### src/rtl/bist_ctrl_c12.sv
// BIST controller around the circuito12 J/K sync detector: LFSR stimulus, MISR compaction.
// Define BIST_SIG_OUT_EN to expose the MISR signature on bist_sig.
module bist_ctrl_c12 #(
    parameter int unsigned N_PATTERNS = 200,
    parameter int unsigned RST_CYCLES = 3,
    parameter int unsigned CUT_LAT    = 1,
    parameter logic [7:0]  LFSR_SEED  = 8'h01,
    parameter logic [7:0]  GOLDEN_SIG = 8'h00
) (
    input  logic       clk,
    input  logic       rst,
    input  logic       bist_start,
    input  logic       func_rst,
    input  logic       func_k,
    input  logic       func_j,
    input  logic       func_rx_en,
    output logic       cut_rst,
    output logic       cut_k,
    output logic       cut_j,
    output logic       cut_rx_en,
    input  logic       cut_synced,
    input  logic       cut_err,
`ifdef BIST_SIG_OUT_EN
    output logic [7:0] bist_sig,
`endif
    output logic       bist_busy,
    output logic       bist_done,
    output logic       bist_pass
);

    typedef enum logic [2:0] {
        S_IDLE,
        S_RESET_CUT,
        S_RUN,
        S_COMPARE,
        S_DONE
    } state_t;

    localparam logic [31:0] RST_LAST = 32'(RST_CYCLES - 1);
    localparam logic [31:0] RUN_LAST = 32'(N_PATTERNS + CUT_LAT - 1);
    localparam logic [31:0] ADV_LAST = 32'(N_PATTERNS - 1);
    localparam logic [31:0] CAP_FIRST = 32'(CUT_LAT);

    state_t      state_q, state_d;
    logic [15:0] cnt_q, cnt_d;
    logic [7:0]  lfsr_q, lfsr_d;
    logic [7:0]  misr_q, misr_d;
    logic        pass_q, pass_d;
    logic [15:0] cnt_inc;
    logic [31:0] cnt32;

    // x^8+x^6+x^5+x^4+1, shift left, feedback into bit 0
    function automatic logic [7:0] step8(input logic [7:0] v);
        return {v[6:0], v[7] ^ v[5] ^ v[4] ^ v[3]};
    endfunction

    assign cnt_inc = (cnt_q == 16'hFFFF) ? cnt_q : cnt_q + 16'd1;
    assign cnt32   = {16'd0, cnt_q};

    always_ff @(posedge clk or negedge rst) begin
        if (!rst) begin
            state_q <= S_IDLE;
            cnt_q   <= 16'd0;
            lfsr_q  <= LFSR_SEED;
            misr_q  <= 8'h00;
            pass_q  <= 1'b0;
        end else begin
            state_q <= state_d;
            cnt_q   <= cnt_d;
            lfsr_q  <= lfsr_d;
            misr_q  <= misr_d;
            pass_q  <= pass_d;
        end
    end

    always_comb begin
        state_d   = state_q;
        cnt_d     = cnt_q;
        lfsr_d    = lfsr_q;
        misr_d    = misr_q;
        pass_d    = pass_q;
        cut_rst   = func_rst;
        cut_k     = func_k;
        cut_j     = func_j;
        cut_rx_en = func_rx_en;
        bist_busy = 1'b0;
        bist_done = 1'b0;
        unique case (state_q)
            S_IDLE: begin
                if (bist_start) begin
                    state_d = S_RESET_CUT;
                    cnt_d   = 16'd0;
                end
            end
            S_RESET_CUT: begin
                bist_busy = 1'b1;
                cut_rst   = 1'b1;
                cut_k     = 1'b0;
                cut_j     = 1'b0;
                cut_rx_en = 1'b0;
                lfsr_d    = LFSR_SEED;
                misr_d    = 8'h00;
                pass_d    = 1'b0;
                if (cnt32 == RST_LAST) begin
                    state_d = S_RUN;
                    cnt_d   = 16'd0;
                end else begin
                    cnt_d = cnt_inc;
                end
            end
            S_RUN: begin
                bist_busy = 1'b1;
                cut_rst   = 1'b0;
                {cut_k, cut_j, cut_rx_en} = lfsr_q[2:0];
                // stop one short so the last vector stays on the CUT
                if (cnt32 < ADV_LAST) begin
                    lfsr_d = step8(lfsr_q);
                end
                if (cnt32 >= CAP_FIRST) begin
                    misr_d = step8(misr_q) ^ {6'b0, cut_err, cut_synced};
                end
                if (cnt32 == RUN_LAST) begin
                    state_d = S_COMPARE;
                    cnt_d   = 16'd0;
                end else begin
                    cnt_d = cnt_inc;
                end
            end
            S_COMPARE: begin
                bist_busy = 1'b1;
                cut_rst   = 1'b0;
                {cut_k, cut_j, cut_rx_en} = lfsr_q[2:0];
                pass_d    = (misr_q == GOLDEN_SIG);
                state_d   = S_DONE;
            end
            S_DONE: begin
                bist_done = 1'b1;
                if (!bist_start) begin
                    state_d = S_IDLE;
                end
            end
            default: begin
                state_d = S_IDLE;
            end
        endcase
    end

    assign bist_pass = pass_q;
`ifdef BIST_SIG_OUT_EN
    assign bist_sig = misr_q;
`endif

endmodule
### config.mk
export PLATFORM = sky130hd
export DESIGN_NAME = bist_ctrl_c12
export DESIGN_NICKNAME = d
export VERILOG_FILES = /design/src/rtl/bist_ctrl_c12.sv
export SDC_FILE = /design/constraint.sdc
export NUM_CORES = 1
export LEC_CHECK = 0
export CORE_UTILIZATION = 45
export DETAILED_ROUTE_END_ITERATION = 12
export PLACE_DENSITY = 0.75
export SKIP_CTS_REPAIR_TIMING = 1
export SYNTH_ARGS = -nofsm -noshare
export SYNTH_HDL_FRONTEND = slang
export SYNTH_SLANG_ARGS = --single-unit
### constraint.sdc
create_clock -name clk -period 2.2 [get_ports clk]
set_input_delay 0.22 -clock clk [delete_from_list [all_inputs] [get_ports clk]]
set_output_delay 0.22 -clock clk [all_outputs]
set_load 0.005 [all_outputs]
==> implementation parameters <==
Parameter                              Value

Worst setup path
  Startpoint type of the worst setup path    flip-flop
  Worst-path maximum fanout    11
  Buffering stage count on the worst path with inverters included    1
  Crit-path leading delay family    flip-flops
  Endpoint required time on the critical path    1980 ps
  Worst reg2reg endpoint    misr_q[0]
  Worst setup EP type    output pin
  Start of the worst register-to-register path    cnt_q[3]
  Largest incremental delay on the critical path    480 ps
  Worst reg2reg setup slack    between 200 and 250 ps
  Cell breakdown of the critical path    nor2_1 > or2_2 > a22o_1 > clkdlybuf4s50_1
  Arrival time of the worst setup path    1830 ps
  Worst reg2reg path depth    5
  Critical path type    reg -> out
  CP max stage cell    dfrtp_2

Logic synthesis
  Share of async-settable or async-resettable flops after synthesis    1.00
  Flops & latches, synth    36
  Distinct cell type count after synthesis    50
  Number of enable-type register cells in the synthesized netlist    0
  Post-synthesis cell area    2220 sq um
  Fraction of post-synthesis cell area in the top cell type by area    0.395
  Average size of a mapped cell    9.09 sq um
  Net count of the mapped netlist    258
  Post-synthesis mux area share    0
  Leading register cell type out of synthesis    dfrtp_1
  Share of synthesized area occupied by flip-flops and latches    0.407
  Largest area contributor in the synthesized netlist    dfrtp_1
  Leading post-synthesis cells by cell area    dfrtp_1, a22o_1, inv_1, o21ai_0, a22oi_1
  Post-synthesis xor/xnor area fraction    0.0355
  Number of warnings printed during yosys synthesis    0
  Simple logic cell fraction of the synthesized area    0.189
  Synthesized instance count    244
  Main combinational cell family by area after synthesis    compound AO/OA/AOI/OAI gates
  Fraction of the mapped netlist area in compound gates    0.262
  Adder-cell share of the synthesized area    0.0282

Finish
  Commonest cells after routing, fill and taps aside    dfrtp_1, inv_1, nor2_1
  Post-Layout Cell Count    336
  Ratio of cells with drive above 1 in the final layout    0.141
  Number of nets at the end of the flow    between 200 and 300
  Number of diodes    0
  Layout-stage area growth over the synthesis result    17.0%
  Most common library cell in the layout ignoring fill and taps    dfrtp_1

Power
  Design Power    3.01 mW
  Total power per unit cell area    1160 nW/um^2
  LEAKAGE    1.06 nW
  Maximum vdd drop    approximately 0.00046 V

Global route
  Pin count of the biggest net entering global routing    37
  Vias in the first global route    roughly 1800
  Overall fraction of global-route tracks in use    0.203
  Number of antenna violations at the first check in global routing    0
  Total global routing overflow    0
  Global-route wire length before repair    8230 microns

Drt
  Count of nets left with antenna violations after detail routing    0
  Wirelength per Cell    ~14 microns
  First-pass iteration count of the detailed router    4
  DR iter-0 viols    91
  Total wirelength of the detailed-routed design    4790 microns
  Number of vias after detailed routing    1900
  Via density per instance    between 5 and 6
  Total DRC errors in the routed layout    0

STA
  Fin. Hold Viols    0
  Part of the cycle the worst path needs    0.933
  Finish-stage setup viols    0
  Tightest Pin Transition    529 ps
  Slew Limit Headroom    0.644
  Fin crit period    2050 ps
  Worst path setup slack after routing    147 ps
  Unrepaired setup endpoints after global routing    false
  Post-Route Skew    7.15 ps
  Post-Route Setup TNS    0 ps
  Count of final max-slew check failures    0
  Achievable Freq    487 MHz
  Hold slack final    351 ps

CTS
  Inserted Clock Buffers    5
  Buffers from clock root to sink, at most    2
  Clock root buffer    clkbuf_8
  Clock-pin transition on the worst setup and hold timing paths    70 ps
  Source-to-sink clock delay at the later pin of the worst-skew pair    approximately 290 ps
  Deepest level of the CTS H-tree    2
  Clk sinks    36
  CTS tree    yes

Outcome
  Result of the run    complete, no violations

Placed design
  Worst setup slack before clock tree synthesis    ~110 ps
  Buffers added on ports    15
  DP HPWL    approximately 3500 microns
  Placed cells    approximately 330
  Final weighted congestion in routability-driven placement    between 0.8 and 0.9

Floorplanning
  Core ar.    roughly 4700 sq um
  Die Span X    around 72 microns
  Effective utilization at floorplan    0.470
  Die extent in y    72.2 microns
  Ports    16
  Site row count    25
  Total die area    5210 sq um

Worst hold path
  Worst hold-check path type    in -> async

Run
  Max-cap violations    0
kinds of logic after synthesis:
family	Yosys count
simple gates	79
xor+xnor	9
fa+ha+maj	5
compound gates	77
buf+inv	38
flops	36
cells in the mapped netlist, types with 2 or more instances:
| cell type | n |
|---|---|
| dfrtp_1 | 35 |
| inv_1 | 24 |
| nor2_1 | 17 |
| o21ai_0 | 14 |
| a22o_1 | 12 |
| nand2_1 | 12 |
| nand3_1 | 10 |
| a22oi_1 | 9 |
| buf_2 | 8 |
| nor3_1 | 8 |
| nand4_1 | 7 |
| o21ai_1 | 7 |
| nor4_1 | 6 |
| xnor2_1 | 6 |
| ha_1 | 5 |
| o2111ai_1 | 4 |
| o211ai_1 | 4 |
| o22ai_1 | 4 |
| a21oi_1 | 3 |
| a31oi_1 | 3 |
| nand2b_1 | 3 |
| nor2b_1 | 3 |
| o221ai_1 | 3 |
| or2_2 | 3 |
| xor2_1 | 3 |
| a211o_1 | 2 |
| buf_4 | 2 |
| buf_6 | 2 |
| clkbuf_1 | 2 |
| o21bai_1 | 2 |
| or3_1 | 2 |
report_power, final:
| part | internal [mW] | total [mW] | switching (mW) |
|---|---|---|---|
| registers | 0.791 | 0.967 | 0.176 |
| clock network | 0.286 | 0.520 | 0.234 |
| logic | 0.685 | 1.52 | 0.839 |
| total | 1.76 | 3.01 | 1.25 |
worst max path at each step:
stage	startpoint	end	slack [ps]	depth (start not counted)
after floorplan	cnt_q[1]	lfsr_q[6]	320	7
after global placement	cnt_q[9]	misr_q[0]	150	6
after detailed placement	cnt_q[9]	misr_q[0]	110	6
after CTS	state_q[0]	cut_j	40	4
after global routing	cnt_q[0]	lfsr_q[0]	10	7
final	state_q[0]	cut_j	150	4
sequential cells by signal, indices dropped and copies added, names as in the netlist:
name,flops
bist_pass,1
cnt_q,16
lfsr_q,8
misr_q,8
state_q,3
stage by stage:
step / utilization / instance area (sq um)
final: 0.550 / 2600
after global routing: 0.550 / 2600
after CTS: 0.548 / 2590
after detailed placement: 0.527 / 2490
after global placement: 0.527 / 2490
after floorplan: - / 2220
routing by layer:
layer | up-vias | wire length (microns) | global-route usage | part of all wire
met5 | - | 0 | 0 | 0
met4 | 0 | 73 | 0.0697 | 0.015
met3 | 8 | 178 | 0.0417 | 0.037
met2 | 35 | 2210 | 0.318 | 0.46
met1 | 916 | 2330 | 0.280 | 0.49
li1 | 941 | - | - | -
area by class of cell:
cell class,count,area (sq um)
Fill cell,425,2130
Multi-Input combinational cell,170,1150
Sequential cell,36,903
Timing Repair Buffer,31,270
Clock buffer,8,100
Inverter,24,90.1
Tap cell,67,83.8
Note: power is estimated with default switching activity, not from simulation.
